File: src/rtl/c_sum_sequencer_if.sv
// Stream/result bundle for c_sum_sequencer: frame start, word input stream,
// and frame-total result handshake. The slave side is the sequencer itself.
interface c_sum_sequencer_if #(
  parameter int LEN_W = 5,
  parameter int ACC_W = 11
);
  logic             start;
  logic [LEN_W-1:0] len;
  logic             inValid;
  logic             inReady;
  logic [31:0]      c0;
  logic [31:0]      c1;
  logic             outValid;
  logic             outReady;
  logic [ACC_W-1:0] sumOut;
  logic             busy;

  modport master (
    output start, len, inValid, c0, c1, outReady,
    input  inReady, outValid, sumOut, busy
  );

  modport slave (
    input  start, len, inValid, c0, c1, outReady,
    output inReady, outValid, sumOut, busy
  );
endinterface

File: src/rtl/c_sum_sequencer.sv
// Frame controller for the 32-lane C adder tree: reduces each {C1,C0} word to a
// signed lane sum and accumulates a frame total. Optional macro C_SEQ_PIPE_EN
// inserts a word-sum register and a DRAIN state before the result is offered.
module c_sum_sequencer #(
  parameter int MAX_BEATS = 16,
  parameter int LEN_W     = 5,
  parameter int ACC_W     = 11
) (
  input logic              i_clk,
  input logic              i_rst_n,
  c_sum_sequencer_if.slave io
);

  typedef enum logic [1:0] {
    S_IDLE,
    S_ACCUM,
    S_DRAIN,
    S_DONE
  } state_t;

  localparam logic [LEN_W-1:0] MAX_LEN = LEN_W'(MAX_BEATS);

  state_t                  r_state;
  logic [LEN_W-1:0]        r_len;
  logic [LEN_W-1:0]        r_beatCnt;
  logic signed [ACC_W-1:0] r_accum;
  logic                    r_inReady;
  logic                    r_outValid;
  logic                    r_busy;
`ifdef C_SEQ_PIPE_EN
  logic signed [6:0]       r_wordSum;
  logic                    r_sumValid;
`endif

  logic signed [6:0] w_lvl0 [32];
  logic signed [6:0] w_lvl1 [16];
  logic signed [6:0] w_lvl2 [8];
  logic signed [6:0] w_lvl3 [4];
  logic signed [6:0] w_lvl4 [2];
  logic signed [6:0] w_wordSum;
  logic [LEN_W-1:0]  w_lenClamped;
  logic              w_accept;
  logic              w_lastBeat;

  // Each lane {C1,C0} is a signed 2-bit value; sign-extend before the tree.
  for (genvar gi = 0; gi < 32; gi++) begin : g_lane
    assign w_lvl0[gi] = 7'($signed({io.c1[gi], io.c0[gi]}));
  end
  for (genvar gi = 0; gi < 16; gi++) begin : g_lvl1
    assign w_lvl1[gi] = w_lvl0[2*gi] + w_lvl0[2*gi+1];
  end
  for (genvar gi = 0; gi < 8; gi++) begin : g_lvl2
    assign w_lvl2[gi] = w_lvl1[2*gi] + w_lvl1[2*gi+1];
  end
  for (genvar gi = 0; gi < 4; gi++) begin : g_lvl3
    assign w_lvl3[gi] = w_lvl2[2*gi] + w_lvl2[2*gi+1];
  end
  for (genvar gi = 0; gi < 2; gi++) begin : g_lvl4
    assign w_lvl4[gi] = w_lvl3[2*gi] + w_lvl3[2*gi+1];
  end
  assign w_wordSum = w_lvl4[0] + w_lvl4[1];

  assign w_lenClamped = (io.len > MAX_LEN) ? MAX_LEN : io.len;
  assign w_accept     = io.inValid & r_inReady;
  assign w_lastBeat   = (r_beatCnt + LEN_W'(1)) == r_len;

  // S_DRAIN is only ever entered when the word-sum register exists.
  always_ff @(posedge i_clk or negedge i_rst_n) begin
    if (!i_rst_n) begin
      r_state    <= S_IDLE;
      r_len      <= '0;
      r_beatCnt  <= '0;
      r_accum    <= '0;
      r_inReady  <= 1'b0;
      r_outValid <= 1'b0;
      r_busy     <= 1'b0;
`ifdef C_SEQ_PIPE_EN
      r_wordSum  <= '0;
      r_sumValid <= 1'b0;
`endif
    end else begin
      case (r_state)
        S_IDLE: begin
          if (io.start) begin
            r_len     <= w_lenClamped;
            r_beatCnt <= '0;
            r_accum   <= '0;
            r_busy    <= 1'b1;
            if (w_lenClamped == '0) begin
              r_state    <= S_DONE;
              r_outValid <= 1'b1;
            end else begin
              r_state   <= S_ACCUM;
              r_inReady <= 1'b1;
            end
          end
        end

        S_ACCUM: begin
`ifdef C_SEQ_PIPE_EN
          r_sumValid <= w_accept;
          if (w_accept) begin
            r_wordSum <= w_wordSum;
          end
          if (r_sumValid) begin
            r_accum <= r_accum + ACC_W'(r_wordSum);
          end
`else
          if (w_accept) begin
            r_accum <= r_accum + ACC_W'(w_wordSum);
          end
`endif
          if (w_accept) begin
            r_beatCnt <= r_beatCnt + LEN_W'(1);
            if (w_lastBeat) begin
              r_inReady <= 1'b0;
`ifdef C_SEQ_PIPE_EN
              r_state   <= S_DRAIN;
`else
              r_state    <= S_DONE;
              r_outValid <= 1'b1;
`endif
            end
          end
        end

`ifdef C_SEQ_PIPE_EN
        S_DRAIN: begin
          if (r_sumValid) begin
            r_accum <= r_accum + ACC_W'(r_wordSum);
          end
          r_sumValid <= 1'b0;
          r_state    <= S_DONE;
          r_outValid <= 1'b1;
        end
`endif

        S_DONE: begin
          if (io.outReady) begin
            r_state    <= S_IDLE;
            r_outValid <= 1'b0;
            r_busy     <= 1'b0;
          end
        end

        default: begin
          r_state    <= S_IDLE;
          r_inReady  <= 1'b0;
          r_outValid <= 1'b0;
          r_busy     <= 1'b0;
        end
      endcase
    end
  end

  assign io.inReady  = r_inReady;
  assign io.outValid = r_outValid;
  assign io.busy     = r_busy;
  assign io.sumOut   = r_accum;

endmodule

File: src/flat_wrapper.sv
// flat-port wrapper written by rule: the top's interface ports become plain ports
module c_sum_sequencer_flat 
#(
  parameter int MAX_BEATS = 16,
  parameter int LEN_W     = 5,
  parameter int ACC_W     = 11
)
  (i_clk, i_rst_n, io_start, io_len, io_inValid, io_c0, io_c1, io_outReady, io_inReady, io_outValid, io_sumOut, io_busy);
  c_sum_sequencer_if #(.LEN_W(LEN_W), .ACC_W(ACC_W)) io_i ();
  input logic i_clk;
  input logic i_rst_n;
  input wire logic [$bits(io_i.start)-1:0] io_start;
  input wire logic [$bits(io_i.len)-1:0] io_len;
  input wire logic [$bits(io_i.inValid)-1:0] io_inValid;
  input wire logic [$bits(io_i.c0)-1:0] io_c0;
  input wire logic [$bits(io_i.c1)-1:0] io_c1;
  input wire logic [$bits(io_i.outReady)-1:0] io_outReady;
  output wire logic [$bits(io_i.inReady)-1:0] io_inReady;
  output wire logic [$bits(io_i.outValid)-1:0] io_outValid;
  output wire logic [$bits(io_i.sumOut)-1:0] io_sumOut;
  output wire logic [$bits(io_i.busy)-1:0] io_busy;
  assign io_i.start = io_start;
  assign io_i.len = io_len;
  assign io_i.inValid = io_inValid;
  assign io_i.c0 = io_c0;
  assign io_i.c1 = io_c1;
  assign io_i.outReady = io_outReady;
  assign io_inReady = io_i.inReady;
  assign io_outValid = io_i.outValid;
  assign io_sumOut = io_i.sumOut;
  assign io_busy = io_i.busy;
  c_sum_sequencer #(.MAX_BEATS(MAX_BEATS), .LEN_W(LEN_W), .ACC_W(ACC_W)) u_core (.i_clk(i_clk), .i_rst_n(i_rst_n), .io(io_i));
endmodule
File: config.mk
export PLATFORM = sky130hd
export DESIGN_NAME = c_sum_sequencer_flat
export DESIGN_NICKNAME = d
export VERILOG_FILES = /design/src/rtl/c_sum_sequencer_if.sv /design/src/rtl/c_sum_sequencer.sv /design/src/flat_wrapper.sv
export SDC_FILE = /design/constraint.sdc
export NUM_CORES = 1
export LEC_CHECK = 0
export ABC_AREA = 1
export BUFFER_PORTS_ARGS = -buffer_cell sky130_fd_sc_hd__buf_2
export CORE_ASPECT_RATIO = 1.2
export CORE_MARGIN = 2
export CORE_UTILIZATION = 61
export CTS_CLUSTER_DIAMETER = 80
export DETAILED_ROUTE_END_ITERATION = 10
export PLACE_DENSITY = 0.88
export SLEW_MARGIN = 20
export SYNTH_ARGS = -nofsm -noshare
export SYNTH_HDL_FRONTEND = slang
export SYNTH_SLANG_ARGS = --single-unit
File: constraint.sdc
create_clock -name i_clk -period 4.92 [get_ports i_clk]
set_input_delay 0.246 -clock i_clk [delete_from_list [all_inputs] [get_ports i_clk]]
set_output_delay 0.246 -clock i_clk [all_outputs]
set_load 0.01 [all_outputs]
# Word-level counts from Yosys, hierarchy flattened
# Index checks and enable logic that the tools add are counted.
dict set report classes {
  n_addsub 33
  mul 0
  div 0
  n_lt_le_gt_ge 1
  n_eq_ne 9
  n_shift 0
  muxes 26
  bitwise 3
  reduce_logical 9
}
# cell count
set op_table {}
lappend op_table {{$add 7x7->7} 15}
lappend op_table {{$add 2x2->3} 16}
lappend op_table {{$mux 11} 2}
lappend op_table {{$pmux 11 s2} 1}
lappend op_table {{$mux 5} 3}
lappend op_table {{$add 11x7->11} 1}
lappend op_table {{$mux 1} 10}
lappend op_table {{$mux 2} 5}
lappend op_table {{$pmux 5 s2} 1}
lappend op_table {{$reduce_and 5->1} 2}
lappend op_table {{$pmux 1 s3} 3}
lappend op_table {{$ne 2x1->1 const B} 3}
lappend op_table {{$ne 2x2->1 const B} 3}
lappend op_table {{$pmux 2 s3} 1}
lappend op_table {{$reduce_and 3->1} 2}
lappend op_table {{$add 5x1->5 const B} 1}
lappend op_table {{$eq 5x5->1} 1}
lappend op_table {{$gt 5x5->1 const B} 1}
lappend op_table {{$logic_not 5->1} 1}
lappend op_table {{$reduce_and 4->1} 1}
lappend op_table {{$eq 2x1->1 const B} 1}
lappend op_table {{$eq 2x2->1 const B} 1}
lappend op_table {{$logic_not 2->1} 1}
lappend op_table {{$not 1->1} 2}
lappend op_table {{3 further kinds} 3}
dict set report totals {
  register_bits 26
  latch_bits 0
  ramBits 0
  mem_bits_ro 0
  inputBits 74
  out_inout_bits 14
  wordCells 88
  n_memories 0
}

# Depth between registers and ports, before layout
dict set report depth {
  word_depth 8
  depth_mapped 31
  depth_no_buf 31
}

# Worst setup path before layout
# OpenSTA, ideal clock, no wires.
dict set report synth_path {
  path_kind {input to register}
  startpoint {input io_c0[6]}
  endpoint {register u_core.r_accum[9], in the netlist u_core.io.sumOut[9]}
  t_arrival_ns 6.278
  t_required_ns 4.800
  setup_slack_ns -1.479
  path_stages 28
  path_cell_list {ha_1 inv_1 fa_1 fa_1 inv_1 fa_1 fa_1 fa_1 inv_1 fa_1 fa_1 inv_1 ha_1 fa_1 nand2_1 nand2_1 a21oi_1 inv_1 nand3_1 nand2_1 ha_1 inv_1 nor3_1 nand3_1 nand3_1 a21oi_1 o21ai_1 nand2_1}
}
dict set report synth_between {
  elab_chain_len 8
}
# item line_no
set synth_lines {}
lappend synth_lines {{from (decl)} flat_wrapper.sv:15} ;# input wire logic [$bits(io_i.c0)-1:0] io_c0;
lappend synth_lines {{$add 2x2->3} c_sum_sequencer.sv:50} ;# assign w_lvl1[gi] = w_lvl0[2*gi] + w_lvl0[2*gi+1];
lappend synth_lines {{$add 7x7->7} c_sum_sequencer.sv:53} ;# assign w_lvl2[gi] = w_lvl1[2*gi] + w_lvl1[2*gi+1];
lappend synth_lines {{$add 7x7->7} c_sum_sequencer.sv:56} ;# assign w_lvl3[gi] = w_lvl2[2*gi] + w_lvl2[2*gi+1];
lappend synth_lines {{$add 7x7->7} c_sum_sequencer.sv:59} ;# assign w_lvl4[gi] = w_lvl3[2*gi] + w_lvl3[2*gi+1];
lappend synth_lines {{$add 7x7->7} c_sum_sequencer.sv:61} ;# assign w_wordSum = w_lvl4[0] + w_lvl4[1];
lappend synth_lines {{$add 11x7->11} c_sum_sequencer.sv:110} ;# r_accum <= r_accum + ACC_W'(w_wordSum);
lappend synth_lines {{$mux 11} c_sum_sequencer.sv:109} ;# if (w_accept) begin
lappend synth_lines {{$pmux 11 s2} c_sum_sequencer.sv:82} ;# case (r_state)
lappend synth_lines {{to (signal assigned)} c_sum_sequencer.sv:110}
lappend synth_lines {{to (decl)} c_sum_sequencer.sv:26} ;# logic signed [ACC_W-1:0] r_accum;
# No other way between the ends. The select of a mux whose other input is x is not followed.
# A chain may end at the register's enable or synchronous reset.

# Final worst setup path
dict set report layout_path {
  startpoint {input io_c0[12]}
  endpoint {register u_core.r_accum[10], in the netlist u_core.io.sumOut[10]}
}
# The elaborated chain is that of the path after synthesis.

==> flow_summary.yaml <==
synth:
  synthCells: 481
  yosysSeqAreaShare_pct: 15.6
  synth-edff-count: 0
  synth_top_cell_by_area: "fa_1"
  async_reset_ff_share_pct: 100
  synth_top_family_by_area: "adder cells"
  synthFlopType: "dfrtp_1"
  ys_types: 32
  synth_nets: 669
  synthTopCellsByArea: "fa_1, dfrtp_1, inv_1"
  yosys_warnings: 0
  yosys.area_share.simple_pct: 14.7
  synth_top_area_share_pct: 36.1
  synth_compound_area_share_pct: 5.51
  synth_fa_ha_area_share_pct: 47.8
  syn_area_um2: 4160
  ys_seq_elements: 26
  synth_xor_area_share_pct: 1.87
  synthMuxAreaShare_pct: 0
  avgSynthCellArea_um2: 8.64
detailed_routing:
  drt_iter0_markers: 158
  vias: 3701
  firstDrtPassIters: 4
  antenna_left: 0
  drc_errors: 0
  drt-total-wl_um: 11700
  via_per_inst: 5.31
  routedWlPerCell_um: 16.8
global_route:
  grt_pass1_wl_um: 17600
  gr-total-overflow: 0
  grt_use_total_pct: 30.5
  antenna_found_initial: 0
  grt_max_degree: 27
  grt_pass1_vias: 4111
clocking:
  clockBufferDepth: 2
  clock_latency_ps: 280
  numCtsBuffers: 3
  clkSinkCount: 26
  cts_tree: "done"
  clockRootBuffer: "clkbuf_8"
  clkTransAtPathRegs_ps: 100
  cts.htree.levels: 1
floorplan:
  io_pins: 88
  start_util_pct: 63.7
  die_h_um: 94.4
  die_area_um2: 7500
  row_count: 32
  core-area_um2: 6530
  fp.dieW_um: 79.4
worst_setup_path:
  r2r-end: "u_core.io.sumOut[10]"
  max_stage_delay_ps: 600
  reg2reg_from: "u_core.io.sumOut[0]"
  reg2regPathDepth: 11
  start_kind: "primary input"
  criticalPathCategory: "primary input to flip-flop"
  crit_cells: 28
  crit_buf_inv: 8
  crit_family: "adder cells"
  cp_common_cell: "fa_1"
  cp.arrival_ps: 6460
  endpoint_kind: "flip-flop"
  cp.required_ps: 5150
  cpMaxStageDelayCell: "fa_1"
  cp_max_fo: 4
  r2r_slack_ps: 2970
sta:
  fin_ws_ps: -1310
  rsz0062_at_grt: "true"
  fmax_mhz: 160
  min_period_ps: 6230
  hold_viol_final: 0
  setup_viol: 8
  finClkSkew_ps: 5.56
  hold_slack_ps: 192
  timing.final.crit_share_pct: 127
  slew_headroom_pct: 58.3
  setup_tns_ps: -7880
  slew_viol_final: 0
  worst_slew_pin_slew_ps: 625
layout:
  nets: 801
  final_area_um2: 5650
  layout-drive-gt1-share_pct: 42.3
  antenna_cells: 0
  areaGrowthSynthToFinish_pct: 35.9
  post-route-util_pct: 86.6
place:
  gp_congestion: 0.897
  placed_area_um2: 5120
  dp_hpwl_um: 8400
  port_buffers: 87
hold_path:
  hold_class: "primary input to flip-flop"
  hold_start: "io_len[2]"
  whs_path_depth: 2
  hold_end: "u_core.r_len[2]"
outcome:
  violations: "setup timing"
  run_status: "finished with violations"
run:
  cap_violations: 0
-- worst max path at each step --
stage	start	endpoint
CTS	io_c0[7]	u_core.io.sumOut[10]
finish	io_c0[12]	u_core.io.sumOut[10]
global route	io_c0[12]	u_core.io.sumOut[10]
global placement	io_c0[26]	u_core.io.sumOut[9]
detailed placement	io_c0[14]	u_core.io.sumOut[10]
floorplan	io_c0[6]	u_core.io.sumOut[10]
-- through the flow --
stage	std cells	setup slack, ps
3_3_place_gp	679	-1430
5_1_grt	697	-1630
6_report	697	-1310
2_1_floorplan	481	-1030
3_5_place_dp	679	-1640
4_1_cts	688	-1200
-- final cells by class --
cell class / instances / area, um^2
Timing Repair Buffer: 128 / 798
Sequential cell: 26 / 651
Inverter: 158 / 596
Fill cell: 334 / 875
Clock inverter: 1 / 30.0
Multi-Input combinational cell: 296 / 3430
Clock buffer: 3 / 41.3
Tap cell: 85 / 106
-- state kept, by name, summed over array words and instances, names as in the netlist --
name and cells:
u_core.io.inReady 1, u_core.r_len 5, u_core.io.outValid 1, u_core.r_state 2, u_core.r_beatCnt 5, u_core.io.sumOut 11, u_core.io.busy 1
-- cells in the mapped netlist, drive strengths merged, types with 2 or more instances --
master / instances
nand4: 3
a22o: 3
inv: 157
nand2: 84
nand3: 24
nor2: 17
nor3: 6
a31oi: 2
xor2: 7
fa: 75
a21oi: 7
o21ai: 18
ha: 39
dfrtp: 26
o22ai: 5
o21bai: 2
-- repair_timing --
| item | in CTS | in global routing |
|---|---|---|
| endpoints found under the setup margin | 9 | 9 |
| pin swaps | 31 | 31 |
| hold buffers | 1 | 0 |
| hold endpoints to repair | 26 | 0 |
| resized for setup | 47 | 52 |
| gates cloned | 0 | 0 |
| buffers inserted | 4 | 9 |
-- routing by layer --
| metal | GRT usage [%] | part of all wire (%) | vias up |
|---|---|---|---|
| li1 | - | - | 1669 |
| met1 | 30.5 | 31 | 1792 |
| met2 | 61.1 | 57 | 165 |
| met3 | 2.58 | 4.4 | 75 |
| met4 | 16.1 | 7.5 | 0 |
| met5 | 0 | 0 | - |
-- cell usage in the layout, fill, tap and decap left out, drive strengths merged, types with 17 or more instances in the layout --
| cell | Yosys | final |
|---|---|---|
| nand2 | 84 | 84 |
| o21ai | 18 | 18 |
| buf | 1 | 127 |
| dfrtp | 26 | 26 |
| nor2 | 17 | 17 |
| nand3 | 24 | 24 |
| ha | 39 | 39 |
| inv | 157 | 157 |
| fa | 75 | 75 |
-- kinds of logic after synthesis --
family | count (synthesis)
DFF | 26
and+or+nand+nor | 135
AOI/OAI and AO/OA | 39
adders and majority gates | 114
xor gates and xnor gates | 8
buffers and inverters | 159
Power is left out: the tool's default activity adds up to more than one toggle a clock period on the data nets, which glitch-free logic cannot reach.
